$ cat src/rtl/btn_event_pkg.sv
// Shared types and defaults for the button event sequencer.
// The auto-repeat feature is controlled by BTN_EVENT_CTRL_AUTO_REPEAT_EN.
package btn_event_pkg;

    typedef enum logic [1:0] {
        IDLE,
        PRESSED,
        HELD,
        WAIT_REL
    } btn_state_t;

    localparam int unsigned LONG_TICKS_DEF   = 500;
    localparam int unsigned REPEAT_TICKS_DEF = 100;

    // Counter only has to reach max(long, repeat) - 1.
    function automatic int unsigned cnt_width(input int unsigned a, input int unsigned b);
        int unsigned m;
        m = (a > b) ? a : b;
        return (m > 1) ? $clog2(m) : 1;
    endfunction

endpackage

$ cat src/rtl/btn_press_fsm.sv
// Per-button press classifier: short / long / auto-repeat events.
// Repeat counting in HELD exists only with BTN_EVENT_CTRL_AUTO_REPEAT_EN defined.
module btn_press_fsm
    import btn_event_pkg::*;
#(
    parameter int unsigned LONG_TICKS   = LONG_TICKS_DEF,
    parameter int unsigned REPEAT_TICKS = REPEAT_TICKS_DEF
) (
    input  logic       clk,
    input  logic       rst,
    input  logic       en_i,
    input  logic       btn_i,
    input  logic       force_wait_i,
    output btn_state_t state_o,
    output logic       short_o,
    output logic       long_o,
    output logic       rpt_o
);

    localparam int unsigned CNT_W = cnt_width(LONG_TICKS, REPEAT_TICKS);
    localparam logic [CNT_W-1:0] LONG_LAST = CNT_W'(LONG_TICKS - 1);
`ifdef BTN_EVENT_CTRL_AUTO_REPEAT_EN
    localparam logic [CNT_W-1:0] RPT_LAST = CNT_W'(REPEAT_TICKS - 1);
`endif

    btn_state_t       state_q, state_d;
    logic [CNT_W-1:0] cnt_q, cnt_d;
    logic             short_q, short_d;
    logic             long_q, long_d;
    logic             rpt_q, rpt_d;

    always_comb begin
        state_d = state_q;
        cnt_d   = cnt_q;
        short_d = 1'b0;
        long_d  = 1'b0;
        rpt_d   = 1'b0;
        if (force_wait_i) begin
            // Combo gesture swallows any event this button would have produced.
            state_d = WAIT_REL;
            cnt_d   = '0;
        end else begin
            case (state_q)
                IDLE: begin
                    if (btn_i) begin
                        state_d = PRESSED;
                        cnt_d   = '0;
                    end
                end
                PRESSED: begin
                    if (!btn_i) begin
                        short_d = 1'b1;
                        state_d = IDLE;
                        cnt_d   = '0;
                    end else if (en_i) begin
                        if (cnt_q == LONG_LAST) begin
                            long_d  = 1'b1;
                            state_d = HELD;
                            cnt_d   = '0;
                        end else begin
                            cnt_d = cnt_q + 1'b1;
                        end
                    end
                end
                HELD: begin
                    if (!btn_i) begin
                        state_d = IDLE;
                        cnt_d   = '0;
`ifdef BTN_EVENT_CTRL_AUTO_REPEAT_EN
                    end else if (en_i) begin
                        if (cnt_q == RPT_LAST) begin
                            rpt_d = 1'b1;
                            cnt_d = '0;
                        end else begin
                            cnt_d = cnt_q + 1'b1;
                        end
`endif
                    end
                end
                WAIT_REL: begin
                    if (!btn_i) begin
                        state_d = IDLE;
                    end
                end
                default: begin
                    state_d = WAIT_REL;
                    cnt_d   = '0;
                end
            endcase
        end
    end

    always_ff @(posedge clk) begin
        if (!rst) begin
            state_q <= WAIT_REL;
            cnt_q   <= '0;
            short_q <= 1'b0;
            long_q  <= 1'b0;
            rpt_q   <= 1'b0;
        end else begin
            state_q <= state_d;
            cnt_q   <= cnt_d;
            short_q <= short_d;
            long_q  <= long_d;
            rpt_q   <= rpt_d;
        end
    end

    assign state_o = state_q;
    assign short_o = short_q;
    assign long_o  = long_q;
    assign rpt_o   = rpt_q;

endmodule

$ cat src/rtl/btn_event_ctrl.sv
// Two-button event sequencer: per-button classifiers plus combo detection and busy flag.
// Auto-repeat is enabled by defining BTN_EVENT_CTRL_AUTO_REPEAT_EN.
module btn_event_ctrl
    import btn_event_pkg::*;
#(
    parameter int unsigned LONG_TICKS   = LONG_TICKS_DEF,
    parameter int unsigned REPEAT_TICKS = REPEAT_TICKS_DEF,
    parameter int unsigned NBTN         = 2
) (
    input  logic            clk,
    input  logic            rst,
    input  logic            en_i,
    input  logic [NBTN-1:0] btn_i,
    output logic [NBTN-1:0] short_o,
    output logic [NBTN-1:0] long_o,
    output logic [NBTN-1:0] rpt_o,
    output logic            combo_o,
    output logic            busy_o
);

    btn_state_t fsm_state [NBTN];
    logic       combo_hit;
    logic       any_pressed;
    logic       busy_d;
    logic       combo_q;
    logic       busy_q;

    for (genvar i = 0; i < NBTN; i++) begin : g_btn
        btn_press_fsm #(
            .LONG_TICKS   (LONG_TICKS),
            .REPEAT_TICKS (REPEAT_TICKS)
        ) u_fsm (
            .clk          (clk),
            .rst          (rst),
            .en_i         (en_i),
            .btn_i        (btn_i[i]),
            .force_wait_i (combo_hit),
            .state_o      (fsm_state[i]),
            .short_o      (short_o[i]),
            .long_o       (long_o[i]),
            .rpt_o        (rpt_o[i])
        );
    end

    // Every button must be held and either PRESSED or just leaving IDLE, with at
    // least one already PRESSED; a releasing button therefore blocks the combo.
    always_comb begin
        combo_hit   = 1'b1;
        any_pressed = 1'b0;
        busy_d      = 1'b0;
        for (int i = 0; i < NBTN; i++) begin
            combo_hit   = combo_hit & btn_i[i] &
                          ((fsm_state[i] == IDLE) || (fsm_state[i] == PRESSED));
            any_pressed = any_pressed | (fsm_state[i] == PRESSED);
            busy_d      = busy_d | (fsm_state[i] != IDLE);
        end
        combo_hit = combo_hit & any_pressed;
    end

    always_ff @(posedge clk) begin
        if (!rst) begin
            combo_q <= 1'b0;
            busy_q  <= 1'b0;
        end else begin
            combo_q <= combo_hit;
            busy_q  <= busy_d;
        end
    end

    assign combo_o = combo_q;
    assign busy_o  = busy_q;

endmodule

$ cat config.mk
export PLATFORM = sky130hd
export DESIGN_NAME = btn_event_ctrl
export DESIGN_NICKNAME = d
export VERILOG_FILES = /design/src/rtl/btn_event_pkg.sv /design/src/rtl/btn_press_fsm.sv /design/src/rtl/btn_event_ctrl.sv
export SDC_FILE = /design/constraint.sdc
export NUM_CORES = 1
export LEC_CHECK = 0
export ABC_AREA = 1
export BUFFER_PORTS_ARGS = -buffer_cell sky130_fd_sc_hd__buf_2
export CAP_MARGIN = 30
export CORE_ASPECT_RATIO = 1.75
export CORE_MARGIN = 3
export CORE_UTILIZATION = 50
export CTS_CLUSTER_SIZE = 25
export DETAILED_ROUTE_END_ITERATION = 6
export PLACE_DENSITY = 0.69
export SLEW_MARGIN = 20
export SYNTH_ARGS = -nofsm -noshare
export SYNTH_HDL_FRONTEND = slang
export SYNTH_SLANG_ARGS = --single-unit
$ cat constraint.sdc
create_clock -name clk -period 1.3 [get_ports clk]
set_input_delay 0.26 -clock clk [delete_from_list [all_inputs] [get_ports clk]]
set_output_delay 0.26 -clock clk [all_outputs]
set_load 0.005 [all_outputs]
# After elaboration in Yosys (flattened, before gate mapping)
# Cells that the tools add are included.
word_totals:
  inputBits: 5
  word_cells: 89
  register_bits: 28
op_classes:
  addsub: 2
  reduce_logical: 19
  eq_ne: 18
  bitwise: 12
  n_mux: 28
ops:
  columns: ["cell", "n"]
  rows:
  - ["$mux W9", 10]
  - ["$pmux W9 S3", 2]
  - ["$mux W2", 10]
  - ["$add A9 B1 Y9 const B", 2]
  - ["$eq A9 B9 Y1 const B", 2]
  - ["$reduce_and A4 Y1", 4]
  - ["$ne A2 B2 Y1 const B", 6]
  - ["$pmux W2 S3", 2]
  - ["$reduce_or A5 Y1", 2]
  - ["$eq A2 B2 Y1 const B", 4]
  - ["$ne A3 B2 Y1 const B", 2]
  - ["$ne A3 B3 Y1 const B", 2]
  - ["$not A1 Y1", 6]
  - ["$reduce_bool A3 Y1", 2]
  - ["$reduce_or A2 Y1", 3]
  - ["$reduce_or A3 Y1", 2]
  - ["$and A1 B1 Y1", 4]
  - ["$eq A2 B1 Y1 const B", 2]
  - ["$logic_not A2 Y1", 2]
  - ["$mux W1", 4]
  - ["$reduce_bool A2 Y1", 2]
  - ["$logic_or A1 B1 Y1", 2]
  - ["$or A1 B1 Y1", 2]

# Logic depth before layout (Yosys ltp)
logic_depth:
  word_depth: 7
  ltp_mapped: 10
  depth_no_buf: 9

# Modules after synthesis
# From an unflattened synthesis, not the netlist that was laid out.
unflattened:
  cells_unflattened: 250
  hier_area_um2: 1586.5
by_module_without_submodules:
  columns: ["mod", "area_per_inst_um2", "n_inst", "seq_area_each_um2", "cells_per_inst"]
  rows:
  - ["btn_press_fsm", 744.5, 2, 260.2, 118]
  - ["btn_event_ctrl", 97.6, 1, 40.0, 14]

# Least setup slack after synthesis
# Ideal clock, no wire load.
synth_timing:
  kind: "register -> register"
  from: "register g_btn[0].u_fsm.cnt_q[0]"
  to: "register g_btn[0].u_fsm.cnt_q[1]"
  required_time_ps: 1184
  t_arrival_ps: 1113
  stages_incl_launch_ff: 9
  setup_slack_ps: 71
  cell_sequence: "dfxtp_1 > ha_1 > inv_1 > nor2_1 > nand3_1 > nand2_2 > nand2_2 > nand2_2 > nor2_1"
synth_via:
  elab_chain_cells: 5
  elab_cells_between_ends: 6
  classes_between: "1 x add/sub; 1 x eq/ne; 4 x mux"
synth_rtl:
  columns: ["item", "line_no", "text"]
  rows:
  - ["start: declaration", "btn_press_fsm.sv:27", "logic [CNT_W-1:0] cnt_q, cnt_d;"]
  - ["start signal: assignment", "btn_press_fsm.sv:102", "cnt_q <= cnt_d;"]
  - ["$add A9 B1 Y9 or $eq A9 B9 Y1 (tied branches)", "btn_press_fsm.sv:61, btn_press_fsm.sv:56", null]
  - ["$mux W9 (*)", "btn_press_fsm.sv:56", "if (cnt_q == LONG_LAST) begin"]
  - ["$mux W9 (*)", "btn_press_fsm.sv:55", "end else if (en_i) begin"]
  - ["$mux W9 (*)", "btn_press_fsm.sv:51", "if (!btn_i) begin"]
  - ["$pmux W9 S3 (*)", "btn_press_fsm.sv:43", "case (state_q)"]
# Every way passes the cells marked *; elsewhere a longest branch is shown, timed or not. The select of a mux whose other input is x is not followed.
# A chain may end at the register's enable or synchronous reset.

# Worst setup path in the final report
layout_timing:
  from: "register g_btn[0].u_fsm.state_q[0]"
  to: "register g_btn[0].u_fsm.cnt_q[2]"
layout_via:
  elab_chain_cells: 7
  elab_cells_between_ends: 16
  classes_between: "5 x eq/ne; 1 x mux; 5 x bitwise; 5 x reduce/logical"
layout_rtl:
  columns: ["item", "line_no", "text"]
  rows:
  - ["start: declaration", "btn_press_fsm.sv:26", "btn_state_t state_q, state_d;"]
  - ["start signal: assignment", "btn_press_fsm.sv:101", "state_q <= state_d;"]
  - ["$eq A2 B1 Y1 or $logic_not A2 Y1 (tied branches)", "btn_press_fsm.sv:43, btn_event_ctrl.sv:53, btn_event_ctrl.sv:54", null]
  - ["$logic_or A1 B1 Y1", "btn_event_ctrl.sv:53", "((fsm_state[i] == IDLE) || (fsm_state[i] == PRESSED));"]
  - ["$and A1 B1 Y1 (3 in series)", "btn_event_ctrl.sv:52", "combo_hit = combo_hit & btn_i[i] &"]
  - ["$and A1 B1 Y1", "btn_event_ctrl.sv:57", "combo_hit = combo_hit & any_pressed;"]
  - ["$reduce_or A2 Y1 (no source line)", null, null]
# Several ways; a longest one is shown, not always the timed one.

==> flow_metrics.env <==
export IMPL_antenna_found_initial=0
export IMPL_layout_common_cells="49 x nand2_1, 38 x nor2_1, 26 x nand3_1, 26 x buf_4, 23 x inv_1"
export IMPL_first_pass_iters=4
export IMPL_synth_area_um2=1570
export IMPL_yosysWarnings=0
export IMPL_synthXorXnorAreaFrac_pct=0
export IMPL_rsz0062_at_grt="true"
export IMPL_wl_per_cell_um=13.0
export IMPL_initial_core_util_pct=53.1
export IMPL_grt_remaining_overflow=0
export IMPL_die_h_um=80.2
export IMPL_gp_congestion=0.871
export IMPL_clock_sinks=28
export IMPL_die_x_um=48.4
export IMPL_synth_adder_area_share_pct=1.59
export IMPL_slew_viol_final=0
export IMPL_grt_max_degree=17
export IMPL_cp_max_fo=6
export IMPL_cp_cell_sequence="inv_2 -> nor2_4 -> nand2_2 -> nand2_2 -> nor2_4 -> buf_6 -> nand2_4 -> nand2_4 -> nor2_1"
export IMPL_hold_viol_final=0
export IMPL_nets=295
export IMPL_end_kind="flop"
export IMPL_synthCells=243
export IMPL_path_clk_slew_ns=0.09
export IMPL_die_area_um2=3880
export IMPL_ys_ff_latch=28
export IMPL_ios=13
export IMPL_ant_nets=0
export IMPL_synth_top_family_by_area="simple AND/OR/NAND/NOR gates"
export IMPL_vias=1723
export IMPL_setup_viol=0
export IMPL_cap_violations=0
export IMPL_post_route_min_period_ns=1.28
export IMPL_numCtsBuffers=3
export IMPL_ctsHoldBuffers=0
export IMPL_slowest_delay_ns=0.35
export IMPL_seq_area_frac_synth_pct=35.7
export IMPL_p_leak_nw=0.906
export IMPL_cts_htree_levels=1
export IMPL_cts_tree="built"
export IMPL_grt_pass1_vias=1695
export IMPL_portBuffers=10
export IMPL_drt_iter0_markers=57
export IMPL_synth_compound_area_share_pct=5.02
export IMPL_status="complete, no violations"
export IMPL_criticalPathCategory="flop to flop"
export IMPL_critPathBufInv=2
export IMPL_grt_pass1_wl_mm=6.74
export IMPL_max_freq_mhz=783
export IMPL_setup_ws_ns=0.0232
export IMPL_drive_above_1_share_pct=36.6
export IMPL_muxShareOfSynthArea_pct=0
export IMPL_irDropWorstVdd_mv=1.03
export IMPL_finalClockSkew_ns=0.00362
export IMPL_setup_tns_ns=0
export IMPL_critical_path_top_delay_family="simple AND/OR/NAND/NOR gates"
export IMPL_post_place_ws_ns=-0.0319
export IMPL_drc=0
export IMPL_row_count=26
export IMPL_power_density_nw_per_um2=1000
export IMPL_cp_arrival_ns=1.46
export IMPL_synthSimpleGateAreaFrac_pct=45.5
export IMPL_postRouteWirelength_mm=4.27
export IMPL_cts_root_buffer="clkbuf_8"
export IMPL_core_um2=2960
export IMPL_final_common_cell="nand2_1"
export IMPL_clock_latency_ns=0.28
export IMPL_start_kind="flop"
export IMPL_finalCritPeriodShare_pct=98.2
export IMPL_slowest_stage="dfxtp_2"
export IMPL_hold_class="input pin to flop"
export IMPL_area_growth_pct=35.5
export IMPL_syn_avg_cell_area_um2=6.47
export IMPL_n_antenna_cell=0
export IMPL_place_hpwl_mm=3.15
export IMPL_synth_cell_types=21
export IMPL_worstPathRequired_ns=1.48
export IMPL_via_per_inst=5.24
export IMPL_clockBufferDepth=2
export IMPL_grtUsageTotal_pct=22.0
==> final timing paths <==
path / start / slack [ns] / endpoint / cells past startpoint
worst max-delay path: g_btn[0].u_fsm.state_o[0] / 0.02 / g_btn[0].u_fsm.cnt_q[2] / 9
worst min-delay path: btn_i[0] / 0.22 / g_btn[0].u_fsm.short_o / 2
worst max register to register: g_btn[0].u_fsm.state_o[0] / 0.02 / g_btn[0].u_fsm.cnt_q[2] / 9
worst min register to register: g_btn[0].u_fsm.cnt_q[8] / 0.48 / g_btn[0].u_fsm.cnt_q[8] / 2
==> area by class of cell <==
class / instances / area [µm²]
multi-input cells: 177 / 938
fillers: 267 / 831
flip-flops and latches: 28 / 581
repair buffers: 46 / 367
inverters: 32 / 120
well taps: 42 / 52.6
clock buffers: 3 / 41.3
clock inverters: 1 / 30.0
==> kinds of logic (layout without fill, tap and decap cells) <==
group	count (synthesis)	after routing
simple gates	157	158
buf+inv	40	82
flops	28	28
compound gates	15	15
fa+ha+maj	2	2
other cells	1	2
==> registers in the layout, summed over array words and instances (netlist names) <==
name                 flops
g_btn.u_fsm.cnt_q       18
g_btn.u_fsm.state_o      4
g_btn.u_fsm.long_o       2
g_btn.u_fsm.short_o      2
busy_o                   1
combo_o                  1
==> what timing repair did <==
item | CTS | global route
setup endpoints to repair | 12 | 23
gates resized for setup | 7 | 47
gates cloned | 0 | 1
pin swaps | 4 | 25
buffers inserted | 0 | 2
==> through the flow <==
stage	power (mW)	instances	area, µm²	hold slack, ns	util, %
global placement	1.34	322	1880	0.451	63.4
floorplan	1.19	244	1580	0.339	-
global route	2.23	329	2130	0.226	71.9
finish	2.14	329	2130	0.222	71.9
CTS	2.04	326	1970	0.221	66.4
detailed placement	1.35	322	1880	0.460	63.4
==> synth_stat cells <==
library cell	number	area share, %
inv_2	5	1.2
ha_1	2	1.6
nand2_2	8	3.2
o21ai_2	1	0.56
nand3_2	1	0.64
conb_1	1	0.24
buf_6	2	1.4
buf_4	6	2.9
nor2_2	2	0.80
a21oi_1	9	2.9
nor2_4	3	2.1
dfxtp_1	28	36
nand4_1	8	3.2
nor2_1	45	11
inv_1	27	6.4
nand3b_1	2	0.96
nor3_1	6	1.9
nand3_1	30	9.6
o21ai_0	4	1.3
nand2_1	52	12
o21ai_1	1	0.32
==> power by group <==
part / switching, mW / total [mW] / leakage [nW] / internal, mW
clock network: 0.275 / 0.688 / 0.0357 / 0.412
logic: 0.276 / 0.499 / 0.639 / 0.224
registers: 0.0458 / 0.951 / 0.232 / 0.906
total: 0.596 / 2.14 / 0.906 / 1.54
==> worst reg2reg max path, stage by stage, from the launching register on <==
cell and delay, ns:
dfxtp_2 0.35, inv_2 0.08, nor2_4 0.04, nand2_2 0.07
nand2_2 0.07, nor2_4 0.21, buf_6 0.14, nand2_4 0.06
nand2_4 0.12, nor2_1 0.05
==> per-layer routing <==
layer  part of all wire [%]  GRT usage, %  wire (µm)
met5                      0             0          0
met4                    5.3          11.1        225
met3                    2.3          1.86         99
met2                     58          48.9       2480
met1                     34          18.2       1470
Note: power is estimated with default switching activity, not from simulation.
